## config.mk

```make
export PLATFORM = sky130hd
export DESIGN_NAME = prores_bit_packer
export DESIGN_NICKNAME = d
export VERILOG_FILES = /design/src/rtl/prores_enc_pkg.sv /design/src/rtl/prores_bit_packer_outreg.sv /design/src/rtl/prores_bit_packer.sv
export SDC_FILE = /design/constraint.sdc
export NUM_CORES = 1
export LEC_CHECK = 0
export ABC_AREA = 1
export BUFFER_PORTS_ARGS = -buffer_cell sky130_fd_sc_hd__buf_4
export CAP_MARGIN = 20
export CORE_MARGIN = 2
export CORE_UTILIZATION = 61
export DETAILED_ROUTE_END_ITERATION = 6
export GPL_ROUTABILITY_DRIVEN = 0
export HOLD_SLACK_MARGIN = 0.08
export PLACE_DENSITY = 0.86
export SLEW_MARGIN = 20
export SYNTH_ARGS = -nofsm -noshare
export SYNTH_HDL_FRONTEND = slang
export SYNTH_HIERARCHICAL = 1
export SYNTH_SLANG_ARGS = --single-unit
export TNS_END_PERCENT = 5
```

## constraint.sdc

```tcl
create_clock -name clk -period 5.25 [get_ports clk]
set_clock_uncertainty 0.05 [all_clocks]
set_input_delay 0.7875 -clock clk [delete_from_list [all_inputs] [get_ports clk]]
set_output_delay 0.7875 -clock clk [all_outputs]
set_load 0.03 [all_outputs]
```

## src/rtl/prores_enc_pkg.sv

```systemverilog
// prores_enc_pkg: shared constants and types for the ProRes
// entropy back end (codeword widths, bit packer states).
package prores_enc_pkg;

  localparam int WORD_W = 32;
  localparam int CODE_W = 24;
  localparam int LEN_W  = 6;
  localparam int ACC_W  = 64;

  typedef enum logic [1:0] {
    RUN,
    FLUSH,
    TAIL
  } packer_state_t;

endpackage

```

## src/rtl/prores_bit_packer_outreg.sv

```systemverilog
// prores_bit_packer_outreg: one-entry output slice holding a packed
// word, its last flag and byte count under valid/ready.
module prores_bit_packer_outreg #(
  parameter int W = prores_enc_pkg::WORD_W
) (
  input  logic         clk,
  input  logic         reset,
  input  logic         i_load,
  input  logic [W-1:0] i_data,
  input  logic         i_last,
  input  logic [2:0]   i_nbytes,
  input  logic         i_ready,
  output logic         o_valid,
  output logic [W-1:0] o_data,
  output logic         o_last,
  output logic [2:0]   o_nbytes
);

  // Load only when the top has found the slot free; hold while stalled.
  always_ff @(posedge clk) begin
    if (reset) begin
      o_valid  <= 1'b0;
      o_data   <= '0;
      o_last   <= 1'b0;
      o_nbytes <= '0;
    end else if (i_load) begin
      o_valid  <= 1'b1;
      o_data   <= i_data;
      o_last   <= i_last;
      o_nbytes <= i_nbytes;
    end else if (i_ready) begin
      o_valid  <= 1'b0;
    end
  end

endmodule

```

## src/rtl/prores_bit_packer.sv

```systemverilog
// prores_bit_packer: packs (code, len) pairs MSB-first into 32-bit words.
// Define PRORES_BIT_PACKER_BITCOUNT_EN to add the bit_count output.
module prores_bit_packer
  import prores_enc_pkg::packer_state_t;
  import prores_enc_pkg::RUN;
  import prores_enc_pkg::FLUSH;
  import prores_enc_pkg::TAIL;
  import prores_enc_pkg::ACC_W;
#(
  parameter int WORD_W = 32,
  parameter int CODE_W = 24,
  parameter int LEN_W  = 6
) (
  input  logic              clk,
  input  logic              reset,
  input  logic              in_valid,
  output logic              in_ready,
  input  logic [CODE_W-1:0] in_code,
  input  logic [LEN_W-1:0]  in_len,
  input  logic              in_flush,
  output logic              out_valid,
  input  logic              out_ready,
  output logic [WORD_W-1:0] out_data,
  output logic              out_last,
  output logic [2:0]        out_nbytes,
  output logic              flush_done
`ifdef PRORES_BIT_PACKER_BITCOUNT_EN
  ,
  output logic [31:0]       bit_count
`endif
);

  localparam int FILL_W = $clog2(ACC_W) + 1;
  localparam int SH_W   = FILL_W + 1;

  localparam logic [FILL_W-1:0] F_WORD  = FILL_W'(WORD_W);
  localparam logic [FILL_W-1:0] F_CODE  = FILL_W'(CODE_W);
  localparam logic [FILL_W-1:0] F_READY = FILL_W'(ACC_W - CODE_W);
  localparam logic [SH_W-1:0]   S_ACC   = SH_W'(ACC_W);

  packer_state_t      r_state;
  packer_state_t      w_state_n;
  logic [ACC_W-1:0]   r_acc;
  logic [FILL_W-1:0]  r_fill;
  logic               r_in_ready;
  logic               r_flush_done;

  logic [FILL_W-1:0]  w_len;
  logic [CODE_W-1:0]  w_code;
  logic [SH_W-1:0]    w_shamt;
  logic [ACC_W-1:0]   w_ins;
  logic [ACC_W-1:0]   w_sum_acc;
  logic [FILL_W-1:0]  w_sum_fill;
  logic               w_accept;
  logic               w_full;
  logic               w_out_free;
  logic               w_drain;
  logic               w_load;
  logic [WORD_W-1:0]  w_ld_data;
  logic               w_ld_last;
  logic [2:0]         w_ld_nb;
  logic               w_done;
  logic [ACC_W-1:0]   w_acc_n;
  logic [FILL_W-1:0]  w_fill_n;

  assign in_ready   = r_in_ready;
  assign flush_done = r_flush_done;

  // Clamp, mask and position the incoming code below the filled bits.
  always_comb begin
    w_accept = in_valid & r_in_ready;
    w_len    = (FILL_W'(in_len) > F_CODE) ? F_CODE : FILL_W'(in_len);
    w_code   = in_code & ~({CODE_W{1'b1}} << w_len);
    w_shamt  = S_ACC - SH_W'(r_fill) - SH_W'(w_len);
    w_ins    = ACC_W'(w_code) << w_shamt;
    w_sum_acc  = r_acc | (w_accept ? w_ins : '0);
    w_sum_fill = r_fill + (w_accept ? w_len : '0);
    w_full     = w_sum_fill >= F_WORD;
    w_out_free = ~out_valid | out_ready;
  end

  // Drain full words, sequence the flush and build the next acc state.
  always_comb begin
    w_state_n = r_state;
    w_drain   = w_full & w_out_free;
    w_load    = w_drain;
    w_ld_data = w_sum_acc[ACC_W-1 -: WORD_W];
    w_ld_last = 1'b0;
    w_ld_nb   = 3'd4;
    w_done    = 1'b0;
    w_acc_n   = w_drain ? (w_sum_acc << WORD_W) : w_sum_acc;
    w_fill_n  = w_drain ? (w_sum_fill - F_WORD) : w_sum_fill;
    unique case (r_state)
      RUN: begin
        if (in_flush & (w_accept | ~in_valid))
          w_state_n = FLUSH;
      end
      FLUSH: begin
        if (!w_full && w_out_free) begin
          if (r_fill != '0) begin
            w_load    = 1'b1;
            w_ld_last = 1'b1;
            w_ld_nb   = 3'((r_fill + FILL_W'(7)) >> 3);
            w_state_n = TAIL;
          end else begin
            w_done    = 1'b1;
            w_state_n = RUN;
          end
        end
      end
      TAIL: begin
        if (out_valid & out_ready) begin
          w_done    = 1'b1;
          w_acc_n   = '0;
          w_fill_n  = '0;
          w_state_n = RUN;
        end
      end
      default: w_state_n = RUN;
    endcase
  end

  // State, accumulator and the registered in_ready / flush_done.
  always_ff @(posedge clk) begin
    if (reset) begin
      r_state      <= RUN;
      r_acc        <= '0;
      r_fill       <= '0;
      r_in_ready   <= 1'b0;
      r_flush_done <= 1'b0;
    end else begin
      r_state      <= w_state_n;
      r_acc        <= w_acc_n;
      r_fill       <= w_fill_n;
      r_in_ready   <= (w_state_n == RUN) & (w_fill_n <= F_READY);
      r_flush_done <= w_done;
    end
  end

`ifdef PRORES_BIT_PACKER_BITCOUNT_EN
  logic [31:0] r_bit_count;

  assign bit_count = r_bit_count;

  // Count accepted code bits per slice; restart with each flush_done.
  always_ff @(posedge clk) begin
    if (reset)
      r_bit_count <= '0;
    else if (w_done)
      r_bit_count <= '0;
    else if (w_accept)
      r_bit_count <= r_bit_count + 32'(w_len);
  end
`endif

  prores_bit_packer_outreg #(
    .W(WORD_W)
  ) u_outreg (
    .clk      (clk),
    .reset    (reset),
    .i_load   (w_load),
    .i_data   (w_ld_data),
    .i_last   (w_ld_last),
    .i_nbytes (w_ld_nb),
    .i_ready  (out_ready),
    .o_valid  (out_valid),
    .o_data   (out_data),
    .o_last   (out_last),
    .o_nbytes (out_nbytes)
  );

endmodule

```

# == After elaboration in Yosys (flattened, before gate mapping) ==
# Index checks and enable logic that the tools add are counted.
# totals
ff_bits,112
input_bits,35
wordCells,68
# op_classes
addsub,5
n_lt_le_gt_ge,3
eq_ne,2
shifts,2
mux,29
bitwise_logic,12
n_reduce_logical,6
# op_table
op,n
$mux 64,4
$or 64x64->64,1
$shl 24x8->64,1
$and 24x24->24,1
$not 24->24,1
$shl 24x6->24 const A,1
$mux 7,3
$mux 6,2
$mux 1,11
$mux 3,3
$mux 2,4
$sub 7x7->8 const A,1
$sub 8x6->8,1
$add 7x6->7,1
$ge 7x6->1 const B,1
$le 7x6->1 const B,1
$reduce_bool 7->1,1
$sub 7x6->7 const B,1
$add 6x3->6 const B,1
$gt 6x5->1 const B,1
$pmux 2 s3,1
$and 1x1->1,5
$logic_not 2->1,2
$eq 2x1->1 const B,1
other kinds (7),9

# == Depth between registers and ports, before layout ==
# depth
word_depth,11
depth_mapped,28

# == By module ==
# Netlist, hierarchy kept.
# modules_own_cells
mod,n_inst,cells_each,area_per_inst_um2,seq_area_each_um2
prores_bit_packer,1,1039,6418.7,1501.4
prores_bit_packer_outreg,1,160,1427.6,740.7

# == Worst setup path before layout ==
# No wires, ideal clock.
# synth_timing
kind,in2reg
start,input port in_len[2]
end,register u_outreg.o_data[9]
setup_ns,0.116
t_arrival_ns,3.752
path_slack_ns,1.332
cell_stages,23
n_path_buf,3
path_cell_list,buf_2 -> nor4_1 -> nand2_1 -> nand2_1 -> nand2_1 -> nor2_1 -> ha_1 -> inv_1 -> fa_1 -> inv_1 -> nand4_1 -> o211ai_2 -> xor2_2 -> ha_1 -> nand3_1 -> inv_1 -> nand2_1 -> o21ai_0 -> buf_6 -> inv_12 -> buf_12 -> nor2_2 -> nor2_1
# synth_between
elab_chain_len,9
elab_cells_between_ends,18
classes_between,add/sub: 2; order compare: 2; shift: 2; mux: 6; bitwise: 4; reduce/logical: 2
# synth_rtl
element,line,rtl
start: declaration,prores_bit_packer.sv:19,"input logic [LEN_W-1:0] in_len,"
$gt 6x5->1,prores_bit_packer.sv:72,w_len = (FILL_W'(in_len) > F_CODE) ? F_CODE : FILL_W'(in_len);
$mux 6 (*),prores_bit_packer.sv:72,
$mux 6 (*),prores_bit_packer.sv:77,w_sum_fill = r_fill + (w_accept ? w_len : '0);
$add 7x6->7 (*),prores_bit_packer.sv:77,
$ge 7x6->1 (*),prores_bit_packer.sv:78,w_full = w_sum_fill >= F_WORD;
$and 1x1->1 or $logic_not 1->1 (tied branches),"prores_bit_packer.sv:85, prores_bit_packer.sv:99",
$mux 1 or $logic_and 1x1->1 (tied branches),"prores_bit_packer.sv:100, prores_bit_packer.sv:99",
$mux 1,prores_bit_packer.sv:99,if (!w_full && w_out_free) begin
$mux 1 (*),prores_bit_packer.sv:93,unique case (r_state)
net w_load,prores_bit_packer.sv:58,logic w_load;
end signal: assignment,prores_bit_packer_outreg.sv:28,o_data <= i_data;
end: declaration,prores_bit_packer_outreg.sv:14,"output logic [W-1:0] o_data,"
# Mark *: on every way through the listed nets, which the timed path passes. The rest lies on a longest branch.
# A chain may end at the register's enable or synchronous reset.

# == Worst setup path after layout ==
# layout_timing
start,input port in_len[2]
end,register u_outreg.o_last
# layout_between
elab_chain_len,9
elab_cells_between_ends,13
classes_between,add/sub: 1; order compare: 2; mux: 7; bitwise: 1; reduce/logical: 2
# layout_rtl
element,line,rtl
$gt 6x5->1,prores_bit_packer.sv:72,
$mux 6 (*),prores_bit_packer.sv:72,
$mux 6 (*),prores_bit_packer.sv:77,
$add 7x6->7 (*),prores_bit_packer.sv:77,
$ge 7x6->1 (*),prores_bit_packer.sv:78,
$and 1x1->1 or $logic_not 1->1 (tied branches),"prores_bit_packer.sv:85, prores_bit_packer.sv:99",
$mux 1 or $logic_and 1x1->1 (tied branches),"prores_bit_packer.sv:100, prores_bit_packer.sv:99",
$mux 1,prores_bit_packer.sv:99,
$mux 1 (*),prores_bit_packer.sv:93,
net w_load,prores_bit_packer.sv:58,
end signal: assignment,prores_bit_packer_outreg.sv:29,o_last <= i_last;
end: declaration,prores_bit_packer_outreg.sv:15,"output logic o_last,"
# Marks and branches as above.

==> flow_summary.yaml <==
grt:
  overflow: 0
  met2_usage_pct: 50.5
  grt_util_all_layers_pct: 31.4
  use_met1_pct: 39.3
  antenna_found_initial: 0
  grt_busiest_layer: "met2"
  grt_pass1_wl_mm: 35.7
  grt_pass1_vias: 7613
  grt_max_degree: 46
  use_met3_pct: 6.71
yosys:
  synth_top_cells_by_area: "dfxtp_1 29%, nand2_1 14%, nand3_1 13%, inv_1 5.6%, nor2_1 4.9%"
  yosys-top-cells-count: "284 x nand2_1, 203 x nand3_1, 118 x inv_1, 112 x dfxtp_1, 102 x nor2_1"
  synth.most_common_cell: "nand2_1"
  postSynthAreaPerCell_um2: 6.54
  async_flop_share_pct: 0
  yosys.area.top_type: "dfxtp_1"
  syn_inst: 1199
  synth-edff-count: 0
  yosys.cell_types.count: 52
  synthFlopType: "dfxtp_1"
  synth_top_cell_area_share_pct: 28.6
  synth_seq_cells: 112
  synth.yosys.seq_area_share_pct: 28.6
  yosys_warnings: 6
  synth_area_mm2: 0.00785
  synth_nets: 1259
clock_network:
  cts_hold_buf: 0
  cts.root.buffer_cell: "clkbuf_16"
  clk_latency_ns: 0.36
  cts_resized: 0
  h-tree-depth: 3
  cts_setup_buffers: 0
  cts_sinks: 112
  clk_pin_slew_ns: 0.08
  clock_path_buffers: 2
  cts_tree: "yes"
  cts_buffers: 9
critical_path:
  required_ns: 5.44
  crit_arrival_ns: 4.37
  path_cells: "buf_4 > nor4_1 > nand2_1 > nand2_1 > nand2_1 > nor2_1 > ha_1 > inv_1 > fa_1 > inv_1 > nand4_1 > o211ai_2 > xor2_2 > ha_1 > nand3_1 > inv_1 > nand2_1 > o21ai_2 > buf_4 > inv_12 > nor2_1 > nor2_1"
  cp-end-kind: "flop"
  r2r_cells: 18
  critPathKind: "in2reg"
  critPathMaxFanout: 37
  start_kind: "primary input"
  cp_common_cell: "nand2_1"
  critical_path_buf_inv_count: 6
  cpPeakStageDelay_ns: 0.42
  crit_cells: 22
  crit_family: "simple AND/OR/NAND/NOR gates"
  slowest_stage: "fa_1"
hold_path:
  hold_path_class: "reg2reg"
  hold_path_depth: 2
floorplanning:
  fp.dieArea_mm2: 0.0138
  die_h_um: 117
  io_pins: 74
  std_cell_rows: 41
  initial_utilization_pct: 62.4
  die_width_um: 117
  core_region_area_mm2: 0.0126
pwr:
  p_sw_share_pct: 52.4
  power.internal_mw: 2.25
  combPwrFrac_pct: 61.2
  p_switching_mw: 2.47
  pwr-share-seq_pct: 23.6
  p_total_mw: 4.71
  clock_power_share_pct: 15.2
  p_per_area_mw_per_mm2: 547
  power_leakage_nw: 4.07
  peakVddDrop_v: 0.000501
job:
  timing.max_cap.violations: 0
timing:
  setup_viol: 0
  slew_violations: 0
  rsz0062_at_grt: "no"
  finalCriticalPeriod_ns: 4.18
  relSlewSlack_pct: 42.4
  period_share_pct: 79.7
  finalSetupTns_ns: 0
  worst_slew_pin_slew_ns: 0.863
  finalHoldViolCount: 0
  max_clock_freq_mhz: 239
route:
  drtPass1Iterations: 7
  vias_per_cell: 5.77
  drt_iter0_markers: 815
  detail_route.wl_per_cell_um: 15.2
  antenna_left: 0
  drt_wl_total_mm: 21.4
  drc_errors: 18
  vias: 8152
layout:
  final_nets: 1296
  fillers: 1062
  multiInputGateArea_mm2: 0.00470
  design_area_mm2: 0.00862
  regArea_mm2: 0.00224
  stdcell_count: 1413
  synthToLayoutAreaGrowth_pct: 9.84
  layout-drive-gt1-share_pct: 16.8
  insertedDiodeCount: 0
placement:
  portBuffers: 73
  dp_cells: 1397
  detailedPlacementHpwl_mm: 15.6
  placed_cell_area_mm2: 0.00830
outcome:
  status: "complete, but fails checks"
  failed_checks: "DRC"
## sequential cells by signal, summed over array words and instances (netlist names)
| register | count |
|---|---|
| r_acc | 64 |
| u_outreg/o_data | 32 |
| r_fill | 7 |
| u_outreg/o_nbytes | 3 |
| r_state | 2 |
| flush_done | 1 |
| in_ready | 1 |
| u_outreg/o_last | 1 |
| u_outreg/o_valid | 1 |
## per-layer routing
layer | vias up | part of all wire (%)
met5 | - | 0
met4 | 0 | 4.5
met3 | 87 | 8.1
met2 | 365 | 46
met1 | 3700 | 41
li1 | 4000 | -
## layout by cell type (no fill, tap or decap), types with 10 or more instances in the layout
master,synthesis,layout
o21ai_0,34,33
o21ai_1,25,25
buf_4,1,85
inv_1,118,118
ha_1,23,23
nor2_2,37,37
nand3_2,10,10
o21bai_1,10,10
a21oi_1,37,37
nand2_1,284,284
nand3_1,203,203
dfxtp_1,112,112
nand2_2,16,16
nor2_1,102,102
nand4_1,53,53
inv_2,12,12
## logic make-up after synthesis
logic type / after synthesis / synth area share [%]
AO/OA/AOI/OAI: 128 / 9.79
XOR/XNOR: 10 / 1.64
adder cells (fa/ha/maj): 25 / 4.18
buffers and inverters: 191 / 11.7
flip-flops: 112 / 28.6
other: 2 / 0.0957
AND/OR/NAND/NOR: 731 / 44.0
## layout make-up
cell class,instances,area share (%)
inverter,132,5.89
timing repair buffer,85,7.40
clock inverter,6,0.886
tap,172,2.50
sequential,112,26.0
multi-input combinational,896,54.5
clock buffer,10,2.77
## worst register-to-register path, stage by stage, from the launching register on
cell	delay, ns
dfxtp_1	0.36
nand2_1	0.18
nor2_1	0.18
ha_1	0.21
inv_1	0.07
fa_1	0.42
inv_1	0.09
nand4_1	0.11
o211ai_2	0.10
xor2_2	0.23
ha_1	0.21
nand3_1	0.16
inv_1	0.10
nand2_1	0.11
o21ai_2	0.13
buf_4	0.40
inv_12	0.20
nor2_1	0.17
nor2_1	0.07
## stage by stage
step | hold WS [ns] | utilization, % | worst slack, ns
2_1_floorplan | 0.374 | - | 1.33
3_3_place_gp | 0.387 | 66.1 | 0.835
3_5_place_dp | 0.395 | 66.1 | 0.741
4_1_cts | 0.409 | 68.6 | 1.07
5_1_grt | 0.428 | 68.6 | 0.638
6_report | 0.410 | 68.6 | 1.07
## power by group through the flow
stage	clock, mW	sequential [mW]	combinational, mW
6_report	0.717	1.11	2.88
4_1_cts	0.723	1.11	2.83
2_1_floorplan	0	1.38	2.02
3_5_place_dp	0	1.13	2.81
3_3_place_gp	0	1.13	2.76
5_1_grt	0.760	1.13	3.15
## final timing paths
path,startpoint,end,slack (ns)
worst max register to register,in_ready$_SDFF_PP0_,u_outreg/o_last$_SDFFE_PP0P_,1.59
worst min register to register,r_acc[14]$_SDFF_PP0_,r_acc[14]$_SDFF_PP0_,0.41
worst max-delay path,in_len[2],u_outreg/o_last$_SDFFE_PP0P_,1.07
worst min-delay path,r_acc[14]$_SDFF_PP0_,r_acc[14]$_SDFF_PP0_,0.41
Note: power is estimated with default switching activity, not from simulation.
